`config.mk`:
```
export PLATFORM = sky130hd
export DESIGN_NAME = countdown_timer_param
export DESIGN_NICKNAME = d
export VERILOG_FILES = /design/src/rtl/countdown_timer_param.sv
export SDC_FILE = /design/constraint.sdc
export NUM_CORES = 1
export LEC_CHECK = 0
export CORE_MARGIN = 5
export CORE_UTILIZATION = 52
export DETAILED_ROUTE_END_ITERATION = 10
export PLACE_DENSITY = 0.82
export SLEW_MARGIN = 20
export SYNTH_ARGS = -nofsm -noshare
export SYNTH_HDL_FRONTEND = slang
export SYNTH_SLANG_ARGS = --single-unit
```
`constraint.sdc`:
```
create_clock -name clock -period 4.5 [get_ports clock]
set_input_delay 0.9 -clock clock [delete_from_list [all_inputs] [get_ports clock]]
set_output_delay 0.9 -clock clock [all_outputs]
set_load 0.05 [all_outputs]
```
`src/rtl/countdown_timer_param.sv`:
```
// Countdown timer core: mm:ss countdown with run/pause/stop, door interlock,
// field edits, preset load, quick-add and a power-level heater duty cycle.
// All outputs are registered; panel inputs are rising-edge detected except porta.
module countdown_timer_param #(
  parameter int TICK_DIV   = 100,
  parameter int MAX_MIN    = 99,
  parameter int PWR_LEVELS = 4,
  parameter int QUICK_ADD  = 30,
  parameter int DONE_HOLD  = 3
) (
  input  logic                           clock,
  input  logic                           reset,
  input  logic                           start,
  input  logic                           pause,
  input  logic                           stop,
  input  logic                           porta,
  input  logic                           mais,
  input  logic                           menos,
  input  logic [1:0]                     field,
  input  logic                           load,
  input  logic [$clog2(MAX_MIN+1)-1:0]   preset_min,
  input  logic [5:0]                     preset_sec,
  output logic [$clog2(MAX_MIN+1)-1:0]   min_out,
  output logic [5:0]                     sec_out,
  output logic [1:0]                     state_out,
  output logic [$clog2(PWR_LEVELS)-1:0]  power_out,
  output logic                           heater_on,
  output logic                           done
);

  localparam int MW = $clog2(MAX_MIN + 1);
  localparam int PW = $clog2(PWR_LEVELS);
  localparam int DW = (TICK_DIV > 1) ? $clog2(TICK_DIV) : 1;
  localparam int HW = (DONE_HOLD > 1) ? $clog2(DONE_HOLD) : 1;

  localparam logic [MW-1:0] MIN_TOP  = MW'(MAX_MIN);
  localparam logic [PW-1:0] PWR_TOP  = PW'(PWR_LEVELS - 1);
  localparam logic [DW-1:0] DIV_TOP  = DW'(TICK_DIV - 1);
  localparam logic [HW-1:0] HOLD_TOP = HW'(DONE_HOLD - 1);
  localparam logic [5:0]    QA_SEC   = 6'(QUICK_ADD % 60);
  localparam logic [MW:0]   QA_MIN   = (MW+1)'(QUICK_ADD / 60);

  typedef enum logic [1:0] {
    S_IDLE  = 2'd0,
    S_RUN   = 2'd1,
    S_PAUSE = 2'd2,
    S_DONE  = 2'd3
  } state_t;

  state_t          state_reg, state_next;
  logic [MW-1:0]   min_reg, min_next;
  logic [5:0]      sec_reg, sec_next;
  logic [PW-1:0]   power_reg, power_next;
  logic [DW-1:0]   div_reg, div_next;
  logic [PW-1:0]   frame_reg, frame_next;
  logic [HW-1:0]   hold_reg, hold_next;
  logic            heater_reg, heater_next;
  logic            done_reg, done_next;
  logic [5:0]      edge_q_reg;

  // Edge detection: bit order {load, menos, mais, stop, pause, start}
  logic [5:0] in_now, act;
  logic start_act, pause_act, stop_act, mais_act, menos_act, load_act;
  assign in_now    = {load, menos, mais, stop, pause, start};
  assign act       = in_now & ~edge_q_reg;
  assign start_act = act[0];
  assign pause_act = act[1];
  assign stop_act  = act[2];
  assign mais_act  = act[3];
  assign menos_act = act[4];
  assign load_act  = act[5];

  logic            tick;
  logic [DW-1:0]   div_adv;
  logic [PW-1:0]   frame_adv;
  logic            time_zero;
  assign tick      = (div_reg == DIV_TOP);
  assign div_adv   = tick ? '0 : div_reg + DW'(1);
  assign frame_adv = (frame_reg == PWR_TOP) ? '0 : frame_reg + PW'(1);
  assign time_zero = (min_reg == '0) && (sec_reg == 6'd0);

  // One-second decrement applied on a divider wrap, borrowing from minutes
  logic [MW-1:0] dec_min;
  logic [5:0]    dec_sec;
  always_comb begin
    dec_min = min_reg;
    dec_sec = sec_reg;
    if (tick) begin
      if (sec_reg != 6'd0) begin
        dec_sec = sec_reg - 6'd1;
      end else if (min_reg != '0) begin
        dec_min = min_reg - MW'(1);
        dec_sec = 6'd59;
      end
    end
  end

  // Quick-add on top of the decremented time, carrying into minutes and saturating at MAX_MIN:59
  logic [6:0]    qa_sec_sum;
  logic          qa_carry;
  logic [MW:0]   qa_min_sum;
  logic [MW-1:0] qa_min;
  logic [5:0]    qa_sec;
  always_comb begin
    qa_sec_sum = {1'b0, dec_sec} + {1'b0, QA_SEC};
    qa_carry   = (qa_sec_sum >= 7'd60);
    qa_min_sum = {1'b0, dec_min} + QA_MIN + {{MW{1'b0}}, qa_carry};
    if (qa_min_sum > {1'b0, MIN_TOP}) begin
      qa_min = MIN_TOP;
      qa_sec = 6'd59;
    end else begin
      qa_min = qa_min_sum[MW-1:0];
      qa_sec = qa_carry ? 6'(qa_sec_sum - 7'd60) : qa_sec_sum[5:0];
    end
  end

  // Next-state and datapath decisions, highest-priority event first
  always_comb begin
    state_next = state_reg;
    min_next   = min_reg;
    sec_next   = sec_reg;
    power_next = power_reg;
    div_next   = div_reg;
    frame_next = frame_reg;
    hold_next  = hold_reg;
    case (state_reg)
      S_IDLE: begin
        if (stop_act) begin
          min_next   = '0;
          sec_next   = 6'd0;
          power_next = PWR_TOP;
        end else if (start_act && !porta && !time_zero) begin
          state_next = S_RUN;
          div_next   = '0;
          frame_next = '0;
        end else if (load_act) begin
          min_next = (preset_min > MIN_TOP) ? MIN_TOP : preset_min;
          sec_next = (preset_sec > 6'd59) ? 6'd59 : preset_sec;
        end else if (mais_act ^ menos_act) begin
          case (field)
            2'd0: begin
              if (mais_act) sec_next = (sec_reg >= 6'd59) ? 6'd59 : sec_reg + 6'd1;
              else          sec_next = (sec_reg == 6'd0) ? 6'd0 : sec_reg - 6'd1;
            end
            2'd1: begin
              if (mais_act) sec_next = (sec_reg >= 6'd50) ? 6'd59 : sec_reg + 6'd10;
              else          sec_next = (sec_reg < 6'd10) ? 6'd0 : sec_reg - 6'd10;
            end
            2'd2: begin
              if (mais_act) min_next = (min_reg >= MIN_TOP) ? MIN_TOP : min_reg + MW'(1);
              else          min_next = (min_reg == '0) ? '0 : min_reg - MW'(1);
            end
            default: begin
              if (mais_act) power_next = (power_reg == PWR_TOP) ? PWR_TOP : power_reg + PW'(1);
              else          power_next = (power_reg == '0) ? '0 : power_reg - PW'(1);
            end
          endcase
        end
      end
      S_RUN: begin
        if (stop_act || porta || pause_act) begin
          state_next = S_PAUSE;
        end else begin
          div_next = div_adv;
          if (tick) frame_next = frame_adv;
          if (start_act) begin
            min_next = qa_min;
            sec_next = qa_sec;
          end else begin
            min_next = dec_min;
            sec_next = dec_sec;
            if (tick && dec_min == '0 && dec_sec == 6'd0) begin
              state_next = S_DONE;
              hold_next  = '0;
            end
          end
        end
      end
      S_PAUSE: begin
        if (stop_act) begin
          state_next = S_IDLE;
          min_next   = '0;
          sec_next   = 6'd0;
        end else if (!porta && (start_act || pause_act)) begin
          state_next = S_RUN;
        end
      end
      default: begin
        if (stop_act || start_act || pause_act) begin
          state_next = S_IDLE;
          min_next   = '0;
          sec_next   = 6'd0;
          div_next   = '0;
          hold_next  = '0;
        end else begin
          div_next = div_adv;
          if (tick) begin
            if (hold_reg == HOLD_TOP) begin
              state_next = S_IDLE;
              min_next   = '0;
              sec_next   = 6'd0;
              hold_next  = '0;
            end else begin
              hold_next = hold_reg + HW'(1);
            end
          end
        end
      end
    endcase
    heater_next = (state_next == S_RUN) && (frame_next <= power_next);
    done_next   = (state_next == S_DONE);
  end

  // State, datapath and registered outputs
  always_ff @(posedge clock) begin
    if (reset) begin
      state_reg  <= S_IDLE;
      min_reg    <= '0;
      sec_reg    <= 6'd0;
      power_reg  <= PWR_TOP;
      div_reg    <= '0;
      frame_reg  <= '0;
      hold_reg   <= '0;
      heater_reg <= 1'b0;
      done_reg   <= 1'b0;
      edge_q_reg <= 6'd0;
    end else begin
      state_reg  <= state_next;
      min_reg    <= min_next;
      sec_reg    <= sec_next;
      power_reg  <= power_next;
      div_reg    <= div_next;
      frame_reg  <= frame_next;
      hold_reg   <= hold_next;
      heater_reg <= heater_next;
      done_reg   <= done_next;
      edge_q_reg <= in_now;
    end
  end

  assign min_out   = min_reg;
  assign sec_out   = sec_reg;
  assign state_out = state_reg;
  assign power_out = power_reg;
  assign heater_on = heater_reg;
  assign done      = done_reg;

endmodule

```
### After elaboration in Yosys (flattened, before gate mapping)

Index checks and enable logic that the tools add are counted.
Widths: inputs -> output; s select.

| word-level totals | value |
|---|---|
| output and inout bits | 19 |
| word-level logic and storage cells | 173 |
| flip-flop bits (word level) | 36 |
| input bits | 24 |

| operators by class | value |
|---|---|
| $add $sub $neg | 14 |
| equality and inequality tests | 20 |
| muxes and demuxes | 83 |
| bitwise logic cells | 5 |
| magnitude comparators | 9 |
| reduce and logical (&&, ||, !) cells | 32 |

Operator list:

| operator | number |
|---|---|
| $mux 7 | 24 |
| $mux 6 | 22 |
| $mux 2 | 30 |
| $pmux 7 s3 | 2 |
| $pmux 6 s3 | 1 |
| $add 7x1->7 const B | 2 |
| $logic_not 7->1 | 2 |
| $reduce_and 7->1 | 2 |
| $eq 2x2->1 const B | 6 |
| $ge 6x6->1 const B | 2 |
| $logic_not 6->1 | 2 |
| $ne 2x2->1 const B | 6 |
| $pmux 6 s2 | 1 |
| $reduce_bool 5->1 | 2 |
| $add 7x1->8 | 1 |
| $gt 8x7->1 const B | 1 |
| $pmux 2 s2 | 2 |
| $add 6x5->7 const B | 1 |
| $eq 7x7->1 const B | 1 |
| $ge 7x6->1 const B | 1 |
| $ge 7x7->1 const B | 1 |
| $gt 7x7->1 const B | 1 |
| $logic_and 1x1->1 | 7 |
| $reduce_bool 7->1 | 1 |
| other kinds (30) | 42 |

### Longest topological paths before layout

| depth | value |
|---|---|
| depth in word-level cells | 13 |
| gate-level depth with buffers | 22 |
| gate-level depth less buffers | 19 |

### Worst setup path before layout

Ideal clock, no wire load.

| timing path | value |
|---|---|
| path kind | reg2reg |
| start point | register min_reg[0] (netlist: min_out[0]) |
| end point | register sec_reg[2] (netlist: sec_out[2]) |
| arrival time | 4.766 ns |
| data required time | 4.414 ns |
| setup time | 0.086 ns |
| buffers on the path | 3 |
| cell stages (with the launch flop) | 21 |
| setup slack | -0.352 ns |
| path through | dfxtp_1 -> clkbuf_1 -> inv_1 -> ha_1 -> or4b_1 -> buf_2 -> nor4_1 -> a221oi_1 -> o21ai_0 -> nand2_1 -> ha_1 -> a32oi_1 -> o31ai_1 -> ha_1 -> ha_1 -> nor3b_1 -> a221oi_2 -> or2_1 -> buf_6 -> o31a_1 -> a221oi_2 |

| on the way | value |
|---|---|
| word-level cells in the longest chain between the ends | 12 |

RTL lines:

| what | RTL line | source |
|---|---|---|
| from (decl) | 51 | `logic [MW-1:0] min_reg, min_next;` |
| from (signal assigned) | 229 | `min_reg <= min_next;` |
| $reduce_bool 7->1 | 91 | `end else if (min_reg != '0) begin` |
| $mux 6 | 91 |  |
| $mux 6 | 89 | `if (sec_reg != 6'd0) begin` |
| $mux 6 | 88 | `if (tick) begin` |
| $add 6x5->7 | 105 | `qa_sec_sum = {1'b0, dec_sec} + {1'b0, QA_SEC};` |
| $ge 7x6->1 | 106 | `qa_carry = (qa_sec_sum >= 7'd60);` |
| $add 7x1->8 | 107 | `qa_min_sum = {1'b0, dec_min} + QA_MIN + {{MW{1'b0}}, qa_carry};` |
| $gt 8x7->1 | 108 | `if (qa_min_sum > {1'b0, MIN_TOP}) begin` |
| $mux 6 | 108 |  |
| $mux 6 | 166 | `if (start_act) begin` |
| $mux 6 | 161 | `if (stop_act \|\| porta \|\| pause_act) begin` |
| $pmux 6 s3 | 126 | `case (state_reg)` |
| to (signal assigned) | 230 | `sec_reg <= sec_next;` |
| to (decl) | 52 | `logic [5:0] sec_reg, sec_next;` |

Several ways; a longest one is shown, not always the timed one. The select of a mux whose other input is x is not followed.
A chain may end at the register's enable or synchronous reset.

### Worst setup path after layout

| timing path | value |
|---|---|
| start point | register div_reg[3] |
| end point | register sec_reg[1] (netlist: sec_out[1]) |

| on the way | value |
|---|---|
| word-level cells in the longest chain between the ends | 10 |

RTL lines:

| what | RTL line | source |
|---|---|---|
| from (decl) | 54 | `logic [DW-1:0] div_reg, div_next;` |
| from (signal assigned) | 232 | `div_reg <= div_next;` |
| $eq 7x7->1 * | 77 | `assign tick = (div_reg == DIV_TOP);` |
| $mux 6 | 88 |  |
| $add 6x5->7 | 105 |  |
| $ge 7x6->1 | 106 |  |
| $add 7x1->8 | 107 |  |
| $gt 8x7->1 | 108 |  |
| $mux 6 | 108 |  |
| $mux 6 | 166 |  |
| $mux 6 | 161 |  |
| $pmux 6 s3 | 126 |  |

Mark *: on every way between the ends. The rest lies on a longest branch, timed or not. The select of a mux whose other input is x is not followed.

==> reports/results.txt <==
The flow ran to the end, and the final reports show no timing, DRC or antenna violations. The setup TNS came out at 0 ns. The tree built by TritonCTS fans out to 36 sinks. The clock slew at the register clock pins of the worst setup and hold paths was 0.07 ns; the total global routing track utilization was 29.54%.

0 antenna diodes ended up in the layout. The post-route netlist has 16.42% of its cells at a drive strength greater than 1. Once the floorplan was initialized, standard cells occupied 53.37% of the core. After detailed routing, the number of remaining DRC violations is 0.

The longest clock path from root to sink contains 2 buffers. The ratio of final minimum period to clock period was 94.33%. The worst setup path category was reg2reg. For the total of warnings raised by yosys, the log shows 0. Relative to the synthesized area, the layout overhead comes to 24.56%. Overall power consumption after layout is estimated at 2078 uW. The clock network latency to the later pin of the worst-skew pair is 0.30 ns.

Ranked by instance count, the synthesized netlist is headed by sky130_fd_sc_hd__nor2_1 (60), sky130_fd_sc_hd__nand2_1 (55), sky130_fd_sc_hd__a21oi_1 (46). Yosys attributes the largest share of cell area to sky130_fd_sc_hd__dfxtp_1 (19%), sky130_fd_sc_hd__ha_1 (6.5%), sky130_fd_sc_hd__a21oi_1 (5.9%). On the final layout, the worst clock skew is 0.01124 ns. The number of hold buffers added after CTS was 0.

The run gives 0.09054 ns as the setup slack after placement. Summed over all cells, the static leakage comes to 0.001783 uW. The die extent in y came out at 96.28 um. The critical-path maximum fanout works out to 5. Across the run, the number of max-cap violations was 0. The H-tree was split into 2 levels. After synthesis the netlist holds a flip-flop and latch count of 36.

At the end of the flow, the number of nets in the layout was 652. The tools report the final worst setup slack as 0.2553 ns. For this block, the routed nets add up to 13.43 mm of wire.

The tools report the proportion of synthesized chip area in sequential cells as 18.62%. The first global-routing pass estimated 21.31 mm of wire. In this run the remaining antenna-violating nets after routing total 0. Yosys mapped the design onto 76 distinct sky130hd cell types. The average cell area after synthesis was 7.103 sq um; the weighted congestion at the end of routability-driven global placement was 1.024. The worst hold slack is 0.5150 ns.

The run gives 0 as the number of pins with negative max-slew slack in the final report. Of all cell types, the one taking the most synthesized area is sky130_fd_sc_hd__dfxtp_1. The tools report the number of placement rows as 31.

The tools report the number of hold-slack violations in the final timing report as 0. The synthesized instance count was 545; the worst max-slew margin expressed relative to the limit was 31.03%. The pre-antenna-repair detailed-routing pass consisted of 5 iterations.

The number of antenna violations at the first check in global routing is 0. The final-report setup violation count came out at 0. The placed instance area is 4671 sq um, and the largest net degree at the start of global routing is 25.

The total core area is 7253 sq um, and the final design area excluding fillers is 4822 sq um. The total standard cell area after synthesis came out at 3871 sq um. Summed over its instances, the top area cell type makes up 18.62% of the synthesized netlist area.

The final route contains 4621 vias. The number of nets handed over by synthesis was 589. TritonCTS built the clock tree. In this run the worst hold path is classified as reg2reg. The final critical path time including I/O delays and setup came out at 4.245 ns. The die covers 9270 sq um. The worst setup path is launched from a flip-flop.

Summed over all layers, the global routing overflow is 0. The number of clock buffers added by TritonCTS is 5. Dividing the detail-routed wire length by the instance count gives 18.97 um. The prevailing post-synth register cell was sky130_fd_sc_hd__dfxtp_1. Input and output buffers added on the ports amount to 42. sky130_fd_sc_hd__nor2_1 is the most common cell in the netlist. For the number of global-route vias before repair, the log shows 4233. Category of the worst setup path capture point: a flip-flop.

Highest attainable clock frequency: 0.2356 GHz. Data on the critical path arrives at its endpoint at 4.45 ns. The areal power density over the cells came out at 430.9 nW/um^2. Summed over all nets, the half-perimeter wirelength after detailed placement is 10.16 mm.

Dividing the detail-routed via count by the number of cells gives 6.527. The cell sitting at the root of the clock tree is a sky130_fd_sc_hd__clkbuf_8. For this design the top-level I/O count stands at 43.

For the pin with the worst max-slew slack, the measured transition is 1.031 ns. The number of enable-type register cells in the synthesized netlist came out at 0. In the synthesized netlist the async set-or-reset flop fraction comes to 0%.

From left edge to right edge, the die measures 96.28 um. IR analysis of the VDD net gives a maximum drop of 0.2383 mV. The first routing iteration left 460 violations. The worst path required time is 4.71 ns.
worst max-delay path, cell delays in order, from the launching register on:
cell and delay [ns]:
sky130_fd_sc_hd__dfxtp_1 0.36, sky130_fd_sc_hd__or4b_4 0.58, sky130_fd_sc_hd__or4_1 0.48, sky130_fd_sc_hd__o2111a_1 0.18
sky130_fd_sc_hd__nor2_2 0.13, sky130_fd_sc_hd__nand2_1 0.10, sky130_fd_sc_hd__nand2_1 0.11, sky130_fd_sc_hd__ha_1 0.18
sky130_fd_sc_hd__a32oi_1 0.13, sky130_fd_sc_hd__o31ai_2 0.29, sky130_fd_sc_hd__ha_2 0.25, sky130_fd_sc_hd__inv_1 0.06
sky130_fd_sc_hd__a311oi_4 0.27, sky130_fd_sc_hd__nand3b_1 0.14, sky130_fd_sc_hd__a221oi_2 0.28, sky130_fd_sc_hd__buf_4 0.17
sky130_fd_sc_hd__nor2_1 0.04, sky130_fd_sc_hd__a31o_1 0.23, sky130_fd_sc_hd__a211oi_2 0.20
power by group:
group / switching [uW] / internal [uW]
registers: 46.7 / 359
logic: 870 / 557
clock network: 120 / 125
total: 1040 / 1040
cell usage in the layout, fill, tap and decap left out, types with 5 or more instances in the layout:
cell	netlist	final
sky130_fd_sc_hd__nor2_1	60	60
sky130_fd_sc_hd__nand2_1	55	55
sky130_fd_sc_hd__buf_4	0	49
sky130_fd_sc_hd__a21oi_1	46	46
sky130_fd_sc_hd__clkdlybuf4s50_1	0	42
sky130_fd_sc_hd__o21ai_0	35	35
sky130_fd_sc_hd__dfxtp_1	36	31
sky130_fd_sc_hd__inv_1	20	19
sky130_fd_sc_hd__nand3_1	19	19
sky130_fd_sc_hd__ha_1	20	17
sky130_fd_sc_hd__nor3_1	15	15
sky130_fd_sc_hd__nor2b_1	13	13
sky130_fd_sc_hd__mux2i_1	12	12
sky130_fd_sc_hd__a31oi_1	12	12
sky130_fd_sc_hd__nand4_1	9	9
sky130_fd_sc_hd__xnor2_1	9	9
sky130_fd_sc_hd__nand2b_1	8	8
sky130_fd_sc_hd__o31ai_1	9	8
sky130_fd_sc_hd__a211oi_1	8	7
sky130_fd_sc_hd__o221ai_1	7	7
sky130_fd_sc_hd__o22ai_1	6	6
sky130_fd_sc_hd__o211ai_1	6	6
sky130_fd_sc_hd__xor2_1	6	6
sky130_fd_sc_hd__clkbuf_8	0	6
sky130_fd_sc_hd__nor4_1	6	5
path summary, 6_finish.rpt:
check,slack (ns),start,to,cells after the start
setup / recovery,0.26,div_reg[3],sec_out[1],18
hold / removal,0.51,div_reg[5],div_reg[5],2
setup reg to reg,0.26,div_reg[3],sec_out[1],18
hold reg to reg,0.51,div_reg[5],div_reg[5],2
kinds of logic (layout without fill, tap and decap cells):
logic type	count (synthesis)	count (layout)	synth area share (%)
adders and majority gates	20	20	6.464
muxes	15	15	3.975
and+or+nand+nor	223	223	29.64
AOI/OAI and AO/OA	178	178	31.77
buffers and inverters	58	122	6.141
DFF	36	36	18.62
xor gates and xnor gates	15	15	3.394
layout make-up:
type | instances | area (sq um)
Clock buffer | 8 | 90.09
Sequential cell | 36 | 729.5
Multi-Input combinational cell | 451 | 3004
Timing Repair Buffer | 91 | 788.3
Tap cell | 99 | 123.9
Inverter | 23 | 86.33
Fill cell | 652 | 2431
routing by layer:
metal / wire, um / up-vias / track usage [%]
li1: - / 2153 / -
met1: 5483 / 2148 / 39.19
met2: 6335 / 286 / 47.61
met3: 1262 / 34 / 5.395
met4: 346 / 0 / 10.55
met5: 0 / - / 0
stage by stage:
| stage | cells | utilization (%) |
|---|---|---|
| 2_1_floorplan | 545 | - |
| 6_report | 708 | 66.48 |
| 3_5_place_dp | 697 | 64.40 |
| 5_1_grt | 708 | 66.48 |
| 4_1_cts | 705 | 65.64 |
| 3_3_place_gp | 697 | 64.40 |
repair_timing:
item,in CTS,in global routing
gates resized for setup,0,7
hold endpoints to repair,0,0
buffers inserted,0,3
setup endpoints to repair,0,13
Power figures use the tool's default switching activity.
